<file path="src/rtl/sound_tone_generator_if.sv">
// Request and status signals between the game logic and the tone generator.
// The master drives tone requests and mute; the slave reports speaker and status.
interface sound_tone_generator_if;
    logic       goodColl;
    logic       badColl;
    logic       mute_i;
    logic       sound_o;
    logic       busy_o;
    logic [1:0] tone_o;
    logic       done_o;

    modport master (
        output goodColl,
        output badColl,
        output mute_i,
        input  sound_o,
        input  busy_o,
        input  tone_o,
        input  done_o
    );

    modport slave (
        input  goodColl,
        input  badColl,
        input  mute_i,
        output sound_o,
        output busy_o,
        output tone_o,
        output done_o
    );
endinterface

</file>
<file path="src/rtl/sound_tone_generator.sv">
// Fixed-length square-wave tone player: high tone on a good collision, low tone
// on a bad one. A bad request pre-empts a good tone; done_o pulses on natural expiry.
module sound_tone_generator #(
    parameter int unsigned GOOD_HALF = 5682,
    parameter int unsigned BAD_HALF  = 22727,
    parameter int unsigned DURATION  = 1000000,
    parameter int unsigned HALF_W    = 16,
    parameter int unsigned DUR_W     = 20
) (
    input  logic                   clk,
    input  logic                   nRst,
    sound_tone_generator_if.slave  bus
);

    typedef enum logic [1:0] {
        StIdle = 2'b00,
        StGood = 2'b01,
        StBad  = 2'b10
    } state_e;

    localparam logic [HALF_W-1:0] GoodReload = HALF_W'(GOOD_HALF - 1);
    localparam logic [HALF_W-1:0] BadReload  = HALF_W'(BAD_HALF - 1);
    localparam logic [DUR_W-1:0]  DurReload  = DUR_W'(DURATION - 1);

    state_e            state_q, state_d;
    logic [HALF_W-1:0] hcnt_q, hcnt_d;
    logic [DUR_W-1:0]  dcnt_q, dcnt_d;
    logic              tone_q, tone_d;
    logic              done_q, done_d;

    // Reload value of the half-period counter for the tone currently playing.
    logic [HALF_W-1:0] half_reload;

    // Pick the half-period of the active tone.
    always_comb begin
        half_reload = (state_q == StBad) ? BadReload : GoodReload;
    end

    // Next-state logic: tone entry, square-wave toggling, expiry and pre-emption.
    always_comb begin
        state_d = state_q;
        hcnt_d  = hcnt_q;
        dcnt_d  = dcnt_q;
        tone_d  = tone_q;
        done_d  = 1'b0;

        unique case (state_q)
            StIdle: begin
                // Bad has priority when both requests arrive together.
                if (bus.badColl) begin
                    state_d = StBad;
                    hcnt_d  = BadReload;
                    dcnt_d  = DurReload;
                    tone_d  = 1'b1;
                end else if (bus.goodColl) begin
                    state_d = StGood;
                    hcnt_d  = GoodReload;
                    dcnt_d  = DurReload;
                    tone_d  = 1'b1;
                end
            end

            StGood, StBad: begin
                // Square wave: toggle at the end of each half-period.
                if (hcnt_q == '0) begin
                    tone_d = ~tone_q;
                    hcnt_d = half_reload;
                end else begin
                    hcnt_d = hcnt_q - 1'b1;
                end

                // Duration: expire after the last cycle of the tone.
                if (dcnt_q == '0) begin
                    state_d = StIdle;
                    hcnt_d  = '0;
                    tone_d  = 1'b0;
                    done_d  = 1'b1;
                end else begin
                    dcnt_d = dcnt_q - 1'b1;
                end

                // A bad request restarts as a fresh bad tone and wins over expiry.
                if (state_q == StGood && bus.badColl) begin
                    state_d = StBad;
                    hcnt_d  = BadReload;
                    dcnt_d  = DurReload;
                    tone_d  = 1'b1;
                    done_d  = 1'b0;
                end
            end

            default: begin
                state_d = StIdle;
                hcnt_d  = '0;
                dcnt_d  = '0;
                tone_d  = 1'b0;
            end
        endcase
    end

    // State and counter registers, cleared immediately by reset.
    always_ff @(posedge clk or negedge nRst) begin
        if (!nRst) begin
            state_q <= StIdle;
            hcnt_q  <= '0;
            dcnt_q  <= '0;
            tone_q  <= 1'b0;
            done_q  <= 1'b0;
        end else begin
            state_q <= state_d;
            hcnt_q  <= hcnt_d;
            dcnt_q  <= dcnt_d;
            tone_q  <= tone_d;
            done_q  <= done_d;
        end
    end

    // Outputs: mute gates only the speaker, and that is the only combinational path.
    always_comb begin
        bus.sound_o = tone_q & ~bus.mute_i;
        bus.busy_o  = (state_q != StIdle);
        bus.done_o  = done_q;
        unique case (state_q)
            StGood:  bus.tone_o = 2'b01;
            StBad:   bus.tone_o = 2'b10;
            default: bus.tone_o = 2'b00;
        endcase
    end

endmodule

</file>
<file path="src/flat_wrapper.sv">
// flat-port wrapper written by rule: the top's interface ports become plain ports
module sound_tone_generator_flat 
#(
    parameter int unsigned GOOD_HALF = 5682,
    parameter int unsigned BAD_HALF  = 22727,
    parameter int unsigned DURATION  = 1000000,
    parameter int unsigned HALF_W    = 16,
    parameter int unsigned DUR_W     = 20
)
  (clk, nRst, bus_goodColl, bus_badColl, bus_mute_i, bus_sound_o, bus_busy_o, bus_tone_o, bus_done_o);
  sound_tone_generator_if bus_i ();
  input  logic clk;
  input  logic nRst;
  input wire logic [$bits(bus_i.goodColl)-1:0] bus_goodColl;
  input wire logic [$bits(bus_i.badColl)-1:0] bus_badColl;
  input wire logic [$bits(bus_i.mute_i)-1:0] bus_mute_i;
  output wire logic [$bits(bus_i.sound_o)-1:0] bus_sound_o;
  output wire logic [$bits(bus_i.busy_o)-1:0] bus_busy_o;
  output wire logic [$bits(bus_i.tone_o)-1:0] bus_tone_o;
  output wire logic [$bits(bus_i.done_o)-1:0] bus_done_o;
  assign bus_i.goodColl = bus_goodColl;
  assign bus_i.badColl = bus_badColl;
  assign bus_i.mute_i = bus_mute_i;
  assign bus_sound_o = bus_i.sound_o;
  assign bus_busy_o = bus_i.busy_o;
  assign bus_tone_o = bus_i.tone_o;
  assign bus_done_o = bus_i.done_o;
  sound_tone_generator #(.GOOD_HALF(GOOD_HALF), .BAD_HALF(BAD_HALF), .DURATION(DURATION), .HALF_W(HALF_W), .DUR_W(DUR_W)) u_core (.clk(clk), .nRst(nRst), .bus(bus_i));
endmodule
</file>
<file path="config.mk">
export PLATFORM = sky130hd
export DESIGN_NAME = sound_tone_generator_flat
export DESIGN_NICKNAME = d
export VERILOG_FILES = /design/src/rtl/sound_tone_generator_if.sv /design/src/rtl/sound_tone_generator.sv /design/src/flat_wrapper.sv
export SDC_FILE = /design/constraint.sdc
export NUM_CORES = 1
export LEC_CHECK = 0
export ABC_AREA = 0
export BUFFER_PORTS_ARGS = -buffer_cell sky130_fd_sc_hd__buf_2
export CAP_MARGIN = 10
export CORE_UTILIZATION = 40
export DETAILED_ROUTE_END_ITERATION = 8
export PLACE_DENSITY = 0.56
export SYNTH_ARGS = -nofsm -noshare
export SYNTH_HDL_FRONTEND = slang
export SYNTH_SLANG_ARGS = --single-unit
</file>
<file path="constraint.sdc">
create_clock -name clk -period 6 [get_ports clk]
set_input_delay 0.3 -clock clk [delete_from_list [all_inputs] [get_ports clk]]
set_output_delay 0.3 -clock clk [all_outputs]
set_load 0.02 [all_outputs]
</file>
==> out/qor.yml, run 1 <==
outcome:
  status: "completed"
detailed_routing:
  wl_um: 6670
  drt-pass1-iter-count: 4
  vias_per_cell: 6.04
  ant_nets: 0
  wl_per_cell_um: 17.3
  drc: 0
  vias: 2325
  first_iter_violations: 175
global_routing:
  grt_first_pass_wirelength_um: 11700
  overflow: 0
  grt_usage: 0.208
  grt_pass1_vias: 2265
  grt_max_degree: 41
  grtUsageMet1: 0.312
  busiest_layer: "met1"
  antenna_found_initial: 0
  met3_usage: 0.0366
  met2_usage: 0.306
logic_synthesis:
  synth_nets: 319
  yosys_most_used_dff: "dfrtp_1"
  async_flop_share: 1.00
  synth_common_cells: "dfrtp_1, nand2_1, a21oi_1, o21ai_0, o31ai_1"
  synth_area_per_cell_um2: 8.76
  synth_most_common_cell: "dfrtp_1"
  ys_ff_latch: 40
  syn_inst: 306
  yosysSeqAreaShare: 0.373
  synth_area_leader_cell: "dfrtp_1"
  yosysTopAreaCellShare: 0.373
  ys_types: 63
  synth_area_leaders: "dfrtp_1, nand2_1, a21oi_1, o31ai_1, ha_1"
  synth_edf_count: 0
  yosys_warnings: 0
  synth_area_um2: 2680
clock_tree:
  clk_path_buf_depth: 2
  clock-sinks: 40
  cts.reportedPaths.clkPinSlew_ns: 0.09
  cts_made_buffers: 5
  cts_resized: 0
  clockRootBuffer: "clkbuf_8"
  post_cts_buffers: 0
  h-tree-depth: 2
  cts_tree: "yes"
  hold_buffers: 0
  clkLatencyLatePin_ns: 0.29
floorplan:
  die_x_um: 83.9
  fp.dieH_um: 83.9
  rows: 29
  start_util: 0.417
  io_pins: 10
  coreArea_um2: 6420
  die-area_um2: 7030
power:
  ir_worst_vdd_mv: 0.307
  p_leak_nw: 1.13
  finalPower_mw: 1.58
  power_density_nw_per_um2: 548
place:
  io_buffers: 9
  place_area_um2: 2750
  gp_congestion: 0.938
  hpwl_um: 4650
timing:
  rsz0062_at_grt: "no"
  tightest_slew_ns: 1.22
  finalSetupTns_ns: 0
  finalHoldViolations: 0
  max_slew_margin: 0.181
  slew_viol_final: 0
  fin_crit_sh: 0.463
  hold_ws_ns: 0.130
  max_clock_freq_mhz: 360
  fin_skew_ns: 0.00902
  finalSetupViolations: 0
  period_minus_slack_ns: 2.78
cells_and_area:
  fin_nets: 320
  diodes: 0
  final_cell_area_um2: 2880
  drive_above_1_share: 0.114
  register_area_um2: 1000
  syn_to_final_growth_pct: 7.42
  n_fill_cell: 637
  multi_input_area_um2: 1560
worst_setup_path:
  worstSetupPathType: "flip-flop to flip-flop"
  crit_fanout: 7
  required_ns: 6.18
  reg2reg_depth: 7
  cp-end-kind: "flip-flop"
  critPathLaunchType: "flip-flop"
  crit_arrival_ns: 2.96
worst_hold_path:
  min_path_type: "input port to asynchronous set/reset pin"
job:
  maxCapViolations: 0
## state kept, by name, indices dropped and copies added (netlist names)
| name | flops |
|---|---|
| u_core.dcnt_q | 20 |
| u_core.hcnt_q | 16 |
| u_core.state_q | 2 |
| u_core.bus.done_o | 1 |
| u_core.tone_q | 1 |
## critical path, stage by stage, from the launching register on
cell and delay, ns:
dfrtp_1 0.39, inv_1 0.11, ha_1 0.20, or3b_1 0.47
nor4_1 0.56, nand2_1 0.29, mux2_2 0.34, o311ai_0 0.31
## power breakdown
group	total (mW)	leakage [nW]	internal, mW	switching [mW]
sequential	0.488	0.502	0.371	0.117
clock	0.247	0.0645	0.147	0.100
combinational	0.841	0.563	0.321	0.521
## cell families (layout without fill, tap and decap cells)
group / after synthesis / in the layout / synth area share
xor gates and xnor gates: 5 / 5 / 0.0163
and+or+nand+nor: 119 / 119 / 0.247
adders and majority gates: 8 / 8 / 0.0373
muxes: 3 / 3 / 0.0121
DFF: 40 / 40 / 0.373
buffers and inverters: 27 / 29 / 0.0458
AOI/OAI and AO/OA: 104 / 104 / 0.268
## stage by stage
stage	std cells	worst slack (ns)	utilization
floorplan	306	3.44	-
global route	385	2.96	0.448
detailed placement	377	3.29	0.429
CTS	385	3.25	0.448
finish	385	3.22	0.448
global placement	377	3.28	0.429
## per-layer routing
metal	vias to the layer above	routed length, um
li1	1168	-
met1	1097	3510
met2	52	2870
met3	8	230
met4	0	65
met5	-	0
## path summary, 6_finish.rpt
kind / from / end / slack (ns)
setup / recovery: u_core.hcnt_q[0] / u_core.hcnt_q[5] / 3.22
hold / removal: nRst / u_core.dcnt_q[7] / 0.13
setup reg to reg: u_core.hcnt_q[0] / u_core.hcnt_q[5] / 3.22
hold reg to reg: u_core.hcnt_q[12] / u_core.hcnt_q[12] / 0.52
max in group asynchronous: nRst / u_core.hcnt_q[3] / 5.29
min in group clk: bus_badColl / u_core.state_q[1] / 0.39
## layout by cell type (no fill, tap or decap), types with 5 or more instances in the layout
cell / netlist / routed
a21oi_1: 22 / 22
a31oi_1: 7 / 7
buf_2: 2 / 9
clkbuf_8: 0 / 7
dfrtp_1: 40 / 40
ha_1: 8 / 8
inv_1: 11 / 11
nand2_1: 35 / 35
nand3_1: 10 / 10
nor2_1: 11 / 11
nor2b_1: 6 / 6
nor3_1: 9 / 9
nor4_1: 9 / 9
o21ai_0: 17 / 17
o21ai_1: 5 / 5
o31ai_1: 14 / 14
or3_1: 9 / 9
or4_1: 7 / 7
xnor2_1: 5 / 5
## layout make-up
| class | instances | area share |
|---|---|---|
| Multi-Input combinational cell | 239 | 0.542 |
| Sequential cell | 40 | 0.348 |
| Clock buffer | 7 | 0.0335 |
| Tap cell | 77 | 0.0335 |
| Timing Repair Buffer | 10 | 0.0183 |
| Inverter | 11 | 0.0143 |
| Clock inverter | 1 | 0.0104 |
Note: power is estimated with default switching activity, not from simulation.
==> run 2, diff against run 1 <==
clock period = 2.7 ns   (was 6 ns; I/O delays follow)
==> run 2 against run 1 <==
Compared with the run above:
- non-clock buffer count increased by 21
- clock skew decreased by 0.0015 ns
- maximum frequency increased by 7.3%
- die area unchanged
- sequential share of layout area decreased by 1.4 points
- critical path type unchanged
- critical endpoint is now u_core.hcnt_q[14]
- setup slack got worse by 3.1 ns
- combinational power increased by 140%
==> out/qor.yml, run 2 (synthesized netlist as in run 1, its figures left out) <==
clock_tree:
  cts.reportedPaths.clkPinSlew_ns: 0.08
  clk_path_buf_depth: 2
  clockRootBuffer: "clkbuf_8"
  clock-sinks: 40
  cts_tree: "yes"
  cts_made_buffers: 5
  clkLatencyLatePin_ns: 0.29
  post_cts_buffers: 0
  h-tree-depth: 2
timing:
  finalSetupTns_ns: 0
  fin_crit_sh: 0.960
  finalHoldViolations: 0
  max_slew_margin: 0.394
  slew_viol_final: 0
  finalSetupViolations: 0
  period_minus_slack_ns: 2.59
  max_clock_freq_mhz: 386
  tightest_slew_ns: 0.910
  fin_skew_ns: 0.00748
power:
  p_comb_frac: 0.582
  power_density_nw_per_um2: 1180
  switching_share: 0.469
  internal_power_mw: 1.88
  pwr-share-seq: 0.308
  power.switching_mw: 1.66
  p_leak_nw: 1.20
  ir_worst_vdd_mv: 0.706
  finalPower_mw: 3.54
  pwr-share-clk: 0.110
floorplan:
  start_util: 0.417
  coreArea_um2: 6420
  die-area_um2: 7030
  rows: 29
  die_x_um: 83.9
  fp.dieH_um: 83.9
  io_pins: 10
cells_and_area:
  n_fill_cell: 625
  reg.largest.list: "u_core.dcnt_q x20, u_core.hcnt_q x16, u_core.state_q x2"
  largest_reg_flops: 20
  fin_nets: 341
  regMostFlops: "u_core.dcnt_q"
  drive_above_1_share: 0.165
  final_cells: 405
  final_common_cell: "dfrtp_1"
  fin_util: 0.467
  diodes: 0
  layout_common_cells: "dfrtp_1, nand2_1, a21oi_1"
  final_cell_area_um2: 3000
  syn_to_final_growth_pct: 12.0
detailed_routing:
  wl_per_cell_um: 16.6
  vias: 2426
  vias_per_cell: 5.99
  drc: 0
  ant_nets: 0
  drt-pass1-iter-count: 4
  first_iter_violations: 197
  wl_um: 6730
global_routing:
  grt_max_degree: 41
  grt_first_pass_wirelength_um: 11500
  grt_usage: 0.206
  grt_pass1_vias: 2289
  overflow: 0
  antenna_found_initial: 0
worst_setup_path:
  critPathLaunchType: "flip-flop"
  required_ns: 2.88
  crit_arrival_ns: 2.77
  cp-end-kind: "flip-flop"
  critPathBufInv: 1
  crit_fanout: 6
  slowest_delay_ns: 0.62
  cp_top_family: "simple AND/OR/NAND/NOR gates"
  worstSetupPathType: "flip-flop to flip-flop"
  slowest_stage: "or4_1"
  path_cells: "inv_1 > ha_1 > or3b_1 > or4_1 > or3_1 > o2bb2ai_1 > a221o_1"
place:
  hpwl_um: 4740
  io_buffers: 9
  place_area_um2: 2900
  dp_cells: 397
  gp_congestion: 0.858
worst_hold_path:
  min_path_type: "input port to flip-flop"
outcome:
  status: "completed"
job:
  maxCapViolations: 0
[run 2: cell count changes in the layout (fill, tap and decap cells not counted), sizes merged]
cell	before	now
bufinv	1	0
clkinvlp	0	1
clkbuf	7	5
clkinv	0	1
dlygate4sd3	0	1
buf	10	30
[run 2: per-stage QoR]
| stage | setup WS [ns] | hold slack (ns) |
|---|---|---|
| after global placement | 0.182 | 0.335 |
| final | 0.108 | 0.221 |
| after floorplan | 0.141 | -0.161 |
| after CTS | 0.145 | 0.201 |
| after global routing | -0.0161 | 0.253 |
| after detailed placement | 0.158 | 0.323 |
[run 2: area by class of cell]
cell class                      instances  area, um^2  area share
Clock inverter                          2        12.5     0.00417
Sequential cell                        40        1000       0.334
Timing Repair Buffer                   31         213      0.0709
Tap cell                               77        96.3      0.0321
Multi-Input combinational cell        239        1570       0.523
Inverter                               11        41.3      0.0138
Clock buffer                            5        68.8      0.0229
[run 2: timing repair]
action,CTS,global route
hold buffers,1,0
gates resized for setup,0,1
endpoints found under the hold margin,2,0
setup endpoints to repair,0,1
[run 2: worst paths after layout]
path,depth (start not counted),slack (ns),endpoint,from
max,7,0.11,u_core.hcnt_q[14],u_core.hcnt_q[0]
min,3,0.22,u_core.state_q[1],bus_badColl
max reg2reg,7,0.11,u_core.hcnt_q[14],u_core.hcnt_q[0]
min reg2reg,1,0.52,u_core.hcnt_q[12],u_core.hcnt_q[12]
max in group asynchronous,2,1.61,u_core.hcnt_q[1],nRst
min in group asynchronous,2,0.51,u_core.dcnt_q[7],nRst
[run 2: worst min-delay path, stage by stage]
cell	delay, ns
buf_2	0.18
nand2b_1	0.09
o21ai_0	0.07
[run 2: power groups by stage]
stage	Combinational, mW	Clock (mW)	Sequential (mW)
detailed placement	2.05	0	1.09
CTS	2.06	0.406	1.08
global route	2.31	0.428	1.13
finish	2.06	0.388	1.09
global placement	2.05	0	1.09
floorplan	1.49	0	1.01
[run 2: routing by layer]
layer,track usage,routed length (um)
met2,0.297,2920
met3,0.0485,289
met4,0.0690,70
met5,0,0
met1,0.301,3450
